**config.mk**
```make
export PLATFORM = sky130hd
export DESIGN_NAME = fetch_decode_unit
export DESIGN_NICKNAME = d
export VERILOG_FILES = /design/src/rtl/fd_pkg.sv /design/src/rtl/fd_decoder.sv /design/src/rtl/fetch_decode_unit.sv
export SDC_FILE = /design/constraint.sdc
export NUM_CORES = 1
export LEC_CHECK = 0
export BUFFER_PORTS_ARGS = -buffer_cell sky130_fd_sc_hd__buf_2
export CAP_MARGIN = 20
export CORE_MARGIN = 10
export CORE_UTILIZATION = 43
export DETAILED_ROUTE_END_ITERATION = 16
export PLACE_DENSITY = 0.75
export SETUP_SLACK_MARGIN = 0.3
export SLEW_MARGIN = 20
export SYNTH_ARGS = -nofsm -noshare
export SYNTH_HDL_FRONTEND = slang
export SYNTH_SLANG_ARGS = --single-unit
export TNS_END_PERCENT = 30
```
**constraint.sdc**
```tcl
create_clock -name clk -period 1.62 [get_ports clk]
set_input_delay 0.486 -clock clk [delete_from_list [all_inputs] [get_ports clk]]
set_output_delay 0.486 -clock clk [all_outputs]
set_load 0.02 [all_outputs]
```
**src/rtl/fd_pkg.sv**
```systemverilog
// Shared types for the fetch/decode stage: opcodes, FSM states, jump kinds and the control bundle.
// FD_CALL_EN enables the CALL/RET opcodes.
package fd_pkg;

  localparam logic [3:0] OP_STA  = 4'b1000;
  localparam logic [3:0] OP_CLC  = 4'b1001;
  localparam logic [3:0] OP_JMP  = 4'b1010;
  localparam logic [3:0] OP_JC   = 4'b1011;
  localparam logic [3:0] OP_CALL = 4'b1100;
  localparam logic [3:0] OP_RET  = 4'b1101;
  localparam logic [3:0] OP_HALT = 4'b1111;

  typedef enum logic [1:0] {
    FETCH,
    OPER,
    HALT
  } fd_state_t;

  typedef enum logic [1:0] {
    JK_NONE,
    JK_JMP,
    JK_JC,
    JK_CALL
  } jump_kind_t;

  typedef struct packed {
    logic [3:0] RegAddr;
    logic [2:0] ALUCode;
    logic       Reg_CE;
    logic       CY_CE;
    logic       A_CE;
    logic       ResetCY;
  } fd_ctrl_t;

endpackage

```
**src/rtl/fd_decoder.sv**
```systemverilog
// Combinational instruction decoder: one instruction word in, datapath controls and sequencing flags out.
// With FD_CALL_EN, CALL is a two-word op and RET raises is_ret; otherwise both decode as NOP.
module fd_decoder
  import fd_pkg::*;
#(
  parameter int INSTR_W = 8
) (
  input  logic [INSTR_W-1:0] instr,
  output fd_ctrl_t           ctrl,
  output jump_kind_t         jump_kind,
  output logic               is_two_word,
`ifdef FD_CALL_EN
  output logic               is_ret,
`endif
  output logic               is_halt
);

  logic [3:0] op;
  logic [3:0] n;

  assign op = instr[7:4];
  assign n  = instr[3:0];

  always_comb begin
    ctrl        = '0;
    jump_kind   = JK_NONE;
    is_two_word = 1'b0;
    is_halt     = 1'b0;
`ifdef FD_CALL_EN
    is_ret      = 1'b0;
`endif
    if (!op[3]) begin
      ctrl.ALUCode = op[2:0];
      ctrl.RegAddr = n;
      ctrl.A_CE    = 1'b1;
      ctrl.CY_CE   = 1'b1;
    end else begin
      case (op)
        OP_STA: begin
          ctrl.Reg_CE  = 1'b1;
          ctrl.RegAddr = n;
        end
        OP_CLC:  ctrl.ResetCY = 1'b1;
        OP_JMP: begin
          jump_kind   = JK_JMP;
          is_two_word = 1'b1;
        end
        OP_JC: begin
          jump_kind   = JK_JC;
          is_two_word = 1'b1;
        end
`ifdef FD_CALL_EN
        OP_CALL: begin
          jump_kind   = JK_CALL;
          is_two_word = 1'b1;
        end
        OP_RET:  is_ret = 1'b1;
`endif
        OP_HALT: is_halt = 1'b1;
        default: ;
      endcase
    end
  end

endmodule

```
**src/rtl/fetch_decode_unit.sv**
```systemverilog
// Fetch/decode stage: owns the PC, sequences one- and two-word instructions, registers datapath controls.
// Optional FD_CALL_EN adds a single-level CALL/RET return register.
module fetch_decode_unit
  import fd_pkg::*;
#(
  parameter int ADDR_W  = 5,
  parameter int INSTR_W = 8
) (
  input  logic               clk,
  input  logic               Reset,
  input  logic [INSTR_W-1:0] instr,
  input  logic               cy,
  output logic [ADDR_W-1:0]  addr,
  output logic [3:0]         RegAddr,
  output logic [2:0]         ALUCode,
  output logic               Reg_CE,
  output logic               CY_CE,
  output logic               A_CE,
  output logic               ResetCY,
  output logic               halted
);

  fd_state_t         state_q, state_d;
  jump_kind_t        jk_q, jk_d;
  logic [ADDR_W-1:0] pc_q, pc_d, pc_inc, target;
  fd_ctrl_t          ctrl_d, ctrl_p1;
  logic              jump_taken;

  fd_ctrl_t          dec_ctrl;
  jump_kind_t        dec_jk;
  logic              dec_two_word;
  logic              dec_halt;
`ifdef FD_CALL_EN
  logic              dec_ret;
  logic [ADDR_W-1:0] ret_addr, ret_d;
`endif

  fd_decoder #(
    .INSTR_W(INSTR_W)
  ) u_decoder (
    .instr      (instr),
    .ctrl       (dec_ctrl),
    .jump_kind  (dec_jk),
    .is_two_word(dec_two_word),
`ifdef FD_CALL_EN
    .is_ret     (dec_ret),
`endif
    .is_halt    (dec_halt)
  );

  assign pc_inc = pc_q + ADDR_W'(1);
  assign target = instr[ADDR_W-1:0];

  // jk_q remembers which two-word op owns the operand currently on instr
  always_comb begin
    jump_taken = (jk_q == JK_JMP) || ((jk_q == JK_JC) && cy);
`ifdef FD_CALL_EN
    if (jk_q == JK_CALL) jump_taken = 1'b1;
`endif
  end

  always_comb begin
    state_d = state_q;
    pc_d    = pc_q;
    jk_d    = jk_q;
    ctrl_d  = '0;
`ifdef FD_CALL_EN
    ret_d   = ret_addr;
`endif
    case (state_q)
      FETCH: begin
        if (dec_halt) begin
          state_d = HALT;
        end else if (dec_two_word) begin
          jk_d    = dec_jk;
          pc_d    = pc_inc;
          state_d = OPER;
`ifdef FD_CALL_EN
        end else if (dec_ret) begin
          pc_d = ret_addr;
`endif
        end else begin
          ctrl_d = dec_ctrl;
          pc_d   = pc_inc;
        end
      end
      OPER: begin
        state_d = FETCH;
        pc_d    = jump_taken ? target : pc_inc;
`ifdef FD_CALL_EN
        if (jk_q == JK_CALL) ret_d = pc_inc;
`endif
      end
      HALT: ;
      default: state_d = FETCH;
    endcase
  end

  always_ff @(posedge clk or posedge Reset) begin
    if (Reset) begin
      state_q  <= FETCH;
      jk_q     <= JK_NONE;
      pc_q     <= '0;
      ctrl_p1  <= '0;
`ifdef FD_CALL_EN
      ret_addr <= '0;
`endif
    end else begin
      state_q  <= state_d;
      jk_q     <= jk_d;
      pc_q     <= pc_d;
      ctrl_p1  <= ctrl_d;
`ifdef FD_CALL_EN
      ret_addr <= ret_d;
`endif
    end
  end

  // p1: registered controls, valid the cycle after the instruction word was presented
  assign addr    = pc_q;
  assign RegAddr = ctrl_p1.RegAddr;
  assign ALUCode = ctrl_p1.ALUCode;
  assign Reg_CE  = ctrl_p1.Reg_CE;
  assign CY_CE   = ctrl_p1.CY_CE;
  assign A_CE    = ctrl_p1.A_CE;
  assign ResetCY = ctrl_p1.ResetCY;
  assign halted  = (state_q == HALT);

endmodule

```
Yosys cells after proc, flatten, opt, wreduce, memory -nomap -nowiden. Index checks and enable logic that the tools add are counted.

Register bits: 20. Logic and storage cells: 54. Output and inout bits: 17.

Add/sub/neg operators: 1. Equality and inequality tests: 11. Reduce and logical (&&, ||, !) cells: 8. Muxes and demuxes: 23. Bitwise logic cells: 2.

Operators with widths (count): 11-bit 2-to-1 mux (3); 4-bit == test (second input constant) (5); 5-bit 2-to-1 mux (2); 5-bit one-hot mux with 2 select lines (1); 1-bit 2-to-1 mux (8); 2-bit 2-to-1 mux (4); 4-bit 2-to-1 mux (2); 2-bit one-hot mux with 2 select lines (2); 5-bit by 1-bit adder with 5-bit output (second input constant) (1); 2-bit by 1-bit == test with 1-bit output (second input constant) (2); 2-bit == test (second input constant) (2); 2-bit AND reduction (2); 3-bit 2-to-1 mux (1); 3-bit != test (second input constant) (1); 3-bit AND reduction (1); 2-bit zero test (1); 2-bit != test (second input constant) (1); 1-bit NOT (2); 2-bit nonzero test (1); 2-bit OR reduction (1); 1-bit logical AND (1); 1-bit logical OR (1).

Logic depth before layout (Yosys ltp).
Word-level depth: 7. Mapped depth: 5. Depth with buffers taken out: 5.

Hierarchy. A second synthesis with hierarchy kept.

Cell total of the unflattened synthesis: 87. Area, all modules: 1004.7 µm².

By module, submodules not included: fetch_decode_unit (area each 877.1 µm², cells each 71, instances 1); fd_decoder (area each 127.6 µm², cells each 16, instances 1).

Least setup slack after synthesis. Ideal clock, no wire load.

Kind: input to register. Start point: input port instr[6]. End point: register jk_q[1]. Arrival: 1.443 ns. Data required time: 1.495 ns. Setup time: 0.125 ns. Slack: 0.052 ns. Stages on the path: 3. Cells stage by stage: or4b_4 > nor2_8 > mux2_4.

Longest elaborated chain between the ends: 5. Elaborated cells between the ends (all ways): 12.

RTL lines: start: declaration (RTL line fetch_decode_unit.sv:11) `input logic [INSTR_W-1:0] instr,`; 4-bit == test (RTL line fd_decoder.sv:38) `case (op)`; 2-bit OR reduction (no line) / 1-bit 2-to-1 mux (equally long branches); 1-bit 2-to-1 mux (on tied branches) (RTL line fd_decoder.sv:38, fd_decoder.sv:32); 1-bit 2-to-1 mux / 1-bit NOT (equally long branches); 3-bit AND reduction (no line); end signal: assignment (RTL line fetch_decode_unit.sv:110) `jk_q <= jk_d;`; end: declaration (RTL line fetch_decode_unit.sv:24) `jump_kind_t jk_q, jk_d;`.

Parallel ways exist; a longest one is shown, timed or not. A chain may end at the register's enable or synchronous reset.

Worst setup path after layout.
Start point: register state_q[1]. End point: register jk_q[1].

Longest elaborated chain between the ends: 2.

RTL lines: start: declaration (RTL line fetch_decode_unit.sv:23) `fd_state_t state_q, state_d;`; start signal: assignment (RTL line fetch_decode_unit.sv:109) `state_q <= state_d;`; 2-bit zero test (RTL line fetch_decode_unit.sv:70) `case (state_q)`; 3-bit AND reduction (no line).

No other way between the ends.

==> reports/results.md <==
| Item | Reported |
|---|---|
| Layout Area Growth over Synthesis | 40.5% |
| Cts hold-fix bufs | 0 |
| Crit path launch type | flip-flop |
| Number of library cell types mapped by synthesis | 29 |
| Largest vdd supply drop | 0.956 mV |
| Post-layout worst setup margin | 0.0378 ns |
| Top cell type's share of synthesized area | 54.5% |
| Die boundary width | 65.0 um |
| Arithmetic-cell share of the synthesized area counting full adders, half adders and majority gates | 1.43% |
| Final setup skew | 0.00501 ns |
| DRC violations left | 0 |
| Power density of the placed cells | 1600 nW/um^2 |
| Final-layout worst hold slack | 0.175 ns |
| Routed length per instance | 14.1 um |
| Syn. warnings | 0 |
| Combinational family with the most area after synthesis | simple AND/OR/NAND/NOR gates |
| Yosys reg bits | 19 |
| Result of the run | finished, final reports clean |
| WS Path Type | flip-flop to flip-flop |
| Post-synth net total | 90 |
| Req. time, crit path | 1.81 ns |
| Synth async-reset ratio | 100% |
| Delay of the slowest critical-path stage | 0.52 ns |
| CTS tree | done |
| Initial antenna violation count | 0 |
| CP Cell Sequence | buf_4 -> or4b_4 -> nor2_8 -> mux2_4 |
| Largest area contributor in the synthesized netlist | sky130_fd_sc_hd__dfrtp_1 |
| Area of the mapped netlist | 872 um^2 |
| Most used standard cell by instance count after synthesis | sky130_fd_sc_hd__dfrtp_1 |
| WP depth | 4 |
| Path category of the worst min-delay check | input pin to async pin |
| Highest-delay cell along the critical path | sky130_fd_sc_hd__or4b_4 |
| Post-Route WL | 2090 um |
| Buffers on Ports | 27 |
| Aggregate global-route resource usage | 10.1% |
| DRT iter0 DRCs | 24 |
| H-tree depth | 1 |
| Max Root-Sink Buffers | 2 |
| Clock tree sinks | 19 |
| Initial cell density of the core | 44.9% |
| Synthesized-area fraction occupied by xor and xnor cells | 0% |
| First-pass GRT wire length | 3440 um |
| Post-synthesis average cell area | 11.2 um^2 |
| Num rows | 16 |
| Skew-Pair Late Insertion Delay | 0.30 ns |
| Bufs and invs on worst path | 1 |
| Layout Nets | 134 |
| Number of antenna-violating nets in the routed design | 0 |
| Number of buffers created by CTS | 3 |
| Compound-Gate Fraction of Synth Area | 11.9% |
| Global placer's final weighted congestion | 0.816 |
| Maximum number of pins on one net before global-route repair | 20 |
| R2R cell count | 4 |
| Final Hold Viols | 0 |
| Reg2Reg Setup Slack | 0.04 ns |
| First-pass iteration count of the detailed router | 4 |
| Fin. max-slew vios | 0 |
| Most frequent cells after synthesis | sky130_fd_sc_hd__dfrtp_1, sky130_fd_sc_hd__a21oi_1, sky130_fd_sc_hd__and2_1 |
| Simple-Gate Fraction of Synth Area | 21.5% |
| Post-synthesis mux area share | 6.31% |
| Fraction of the cycle the final worst path needs | 97.7% |
| Endpoint kind of the worst setup timing path | flip-flop |
| RSZ-0062 raised after global routing | yes |
| Number of top-level design ports | 28 |
| Achievable frequency | 0.632 GHz |
| Leakage power of the design | 0.000647 uW |
| Routed via count | 748 |
| Setup Viol. Count Final | 0 |
| Half-perimeter wire length after detailed placement | 1540 um |
| CTS clk-pin slew, worst paths | 0.11 ns |
| Post-synthesis sequential area ratio | 54.5% |
| Antenna diode instance count | 0 |
| Count of mapped cells out of synthesis | 78 |
| Max FO, Critical Path | 2 |
| Cell family contributing the most delay on the critical path | simple AND/OR/NAND/NOR gates |
| Dominant cells by area after synthesis | sky130_fd_sc_hd__dfrtp_1, sky130_fd_sc_hd__and2_1, sky130_fd_sc_hd__mux2i_1 |
| Count of flip-flops with a built-in enable after synthesis | 0 |
| Die Span Y | 65.0 um |
| Via-to-Cell Ratio | 5.05 |
| Remaining max-slew budget at the tightest pin | 76.0% |
| Minimum setup slack after placement | -0.0430 ns |
| Clock root buffer master | sky130_fd_sc_hd__clkbuf_4 |
| Fraction of layout instances using a drive strength above 1 | 47.1% |
| Period minus WS final | 1.58 ns |
| Max-cap violations | 0 |
| Die Footprint | 4230 um^2 |
| Core region area | 1940 um^2 |
| Sum of overflow across all layers after global routing | 0 |
| Arrival time at the worst endpoint | 1.78 ns |
| Least-Margin Pin Slew | 0.359 ns |
| Dominant synthesized flop cell | sky130_fd_sc_hd__dfrtp_1 |
| Number of global-route vias before repair | 773 |
-- worst register-to-register path: stages, from the launching register on --
cell	delay, ns
sky130_fd_sc_hd__dfrtp_1	0.41
sky130_fd_sc_hd__buf_4	0.14
sky130_fd_sc_hd__or4b_4	0.52
sky130_fd_sc_hd__nor2_8	0.11
sky130_fd_sc_hd__mux2_4	0.29
-- cells by family after synthesis --
| family | after synthesis |
|---|---|
| buf+inv | 7 |
| flops | 19 |
| compound gates | 16 |
| fa+ha+maj | 1 |
| mux | 5 |
| simple gates | 30 |
-- path summary, 6_finish.rpt --
path,endpoint,from
max,jk_q[1],state_q[1]
min,RegAddr[1],Reset
max reg2reg,jk_q[1],state_q[1]
min reg2reg,addr[4],addr[4]
max in group asynchronous,addr[0],Reset
min in group clk,RegAddr[2],instr[2]
-- placed cells by master (no fill, tap or decap), types with 2 or more instances in the layout --
master,instances
sky130_fd_sc_hd__a21oi_1,4
sky130_fd_sc_hd__a21oi_2,3
sky130_fd_sc_hd__a2bb2oi_1,2
sky130_fd_sc_hd__and2_1,7
sky130_fd_sc_hd__buf_2,23
sky130_fd_sc_hd__buf_4,12
sky130_fd_sc_hd__buf_6,6
sky130_fd_sc_hd__clkbuf_4,3
sky130_fd_sc_hd__dfrtp_1,18
sky130_fd_sc_hd__inv_1,4
sky130_fd_sc_hd__mux2i_1,4
sky130_fd_sc_hd__nand2_1,6
sky130_fd_sc_hd__nand3_1,2
sky130_fd_sc_hd__nand4_1,2
sky130_fd_sc_hd__nor2_1,2
sky130_fd_sc_hd__nor3_1,3
-- sequential cells by signal (all words and copies together) (netlist names) --
name and count:
addr 5, RegAddr 4, ALUCode 3, jk_q 2, state_q 2, A_CE 1
Reg_CE 1, ResetCY 1
-- through the flow --
stage	TNS (ns)	power (uW)	util [%]	instances	instance area [um^2]
6_report	0	1960	63.1	148	1220
5_1_grt	0	2100	63.1	148	1220
4_1_cts	0	1830	59.8	144	1160
3_5_place_dp	-0.0430	1510	55.7	138	1080
3_3_place_gp	-0.0195	1470	55.7	138	1080
2_1_floorplan	0	1230	-	78	872
-- layout make-up --
class,instances,area (um^2)
Fill cell,161,717
Sequential cell,19,477
Multi-Input combinational cell,52,393
Timing Repair Buffer,41,273
Tap cell,27,33.8
Clock buffer,3,22.5
Inverter,5,21.3
Clock inverter,1,5.00
-- report_power, final --
group	internal [uW]	leakage [uW]	switching (uW)
logic	486	0.000384	509
clock network	92.1	0.0000177	147
registers	609	0.000245	118
total	1190	0.000647	775
-- routing by layer --
layer  wire length, um  GRT usage (%)  vias up  share of wire [%]
met5                 0              0        -                  0
met4                58           5.88        0                2.8
met3               142           3.61        9                6.8
met2              1060           17.7       21                 51
met1               826           10.1      354                 40
li1                  -              -      364                  -
-- timing repair --
| item | CTS | global route |
|---|---|---|
| gates resized for setup | 11 | 10 |
| setup endpoints to repair | 17 | 27 |
| cloned | 0 | 0 |
| setup buffers | 2 | 4 |
| pin swaps | 4 | 0 |
Note: power is estimated with default switching activity, not from simulation.
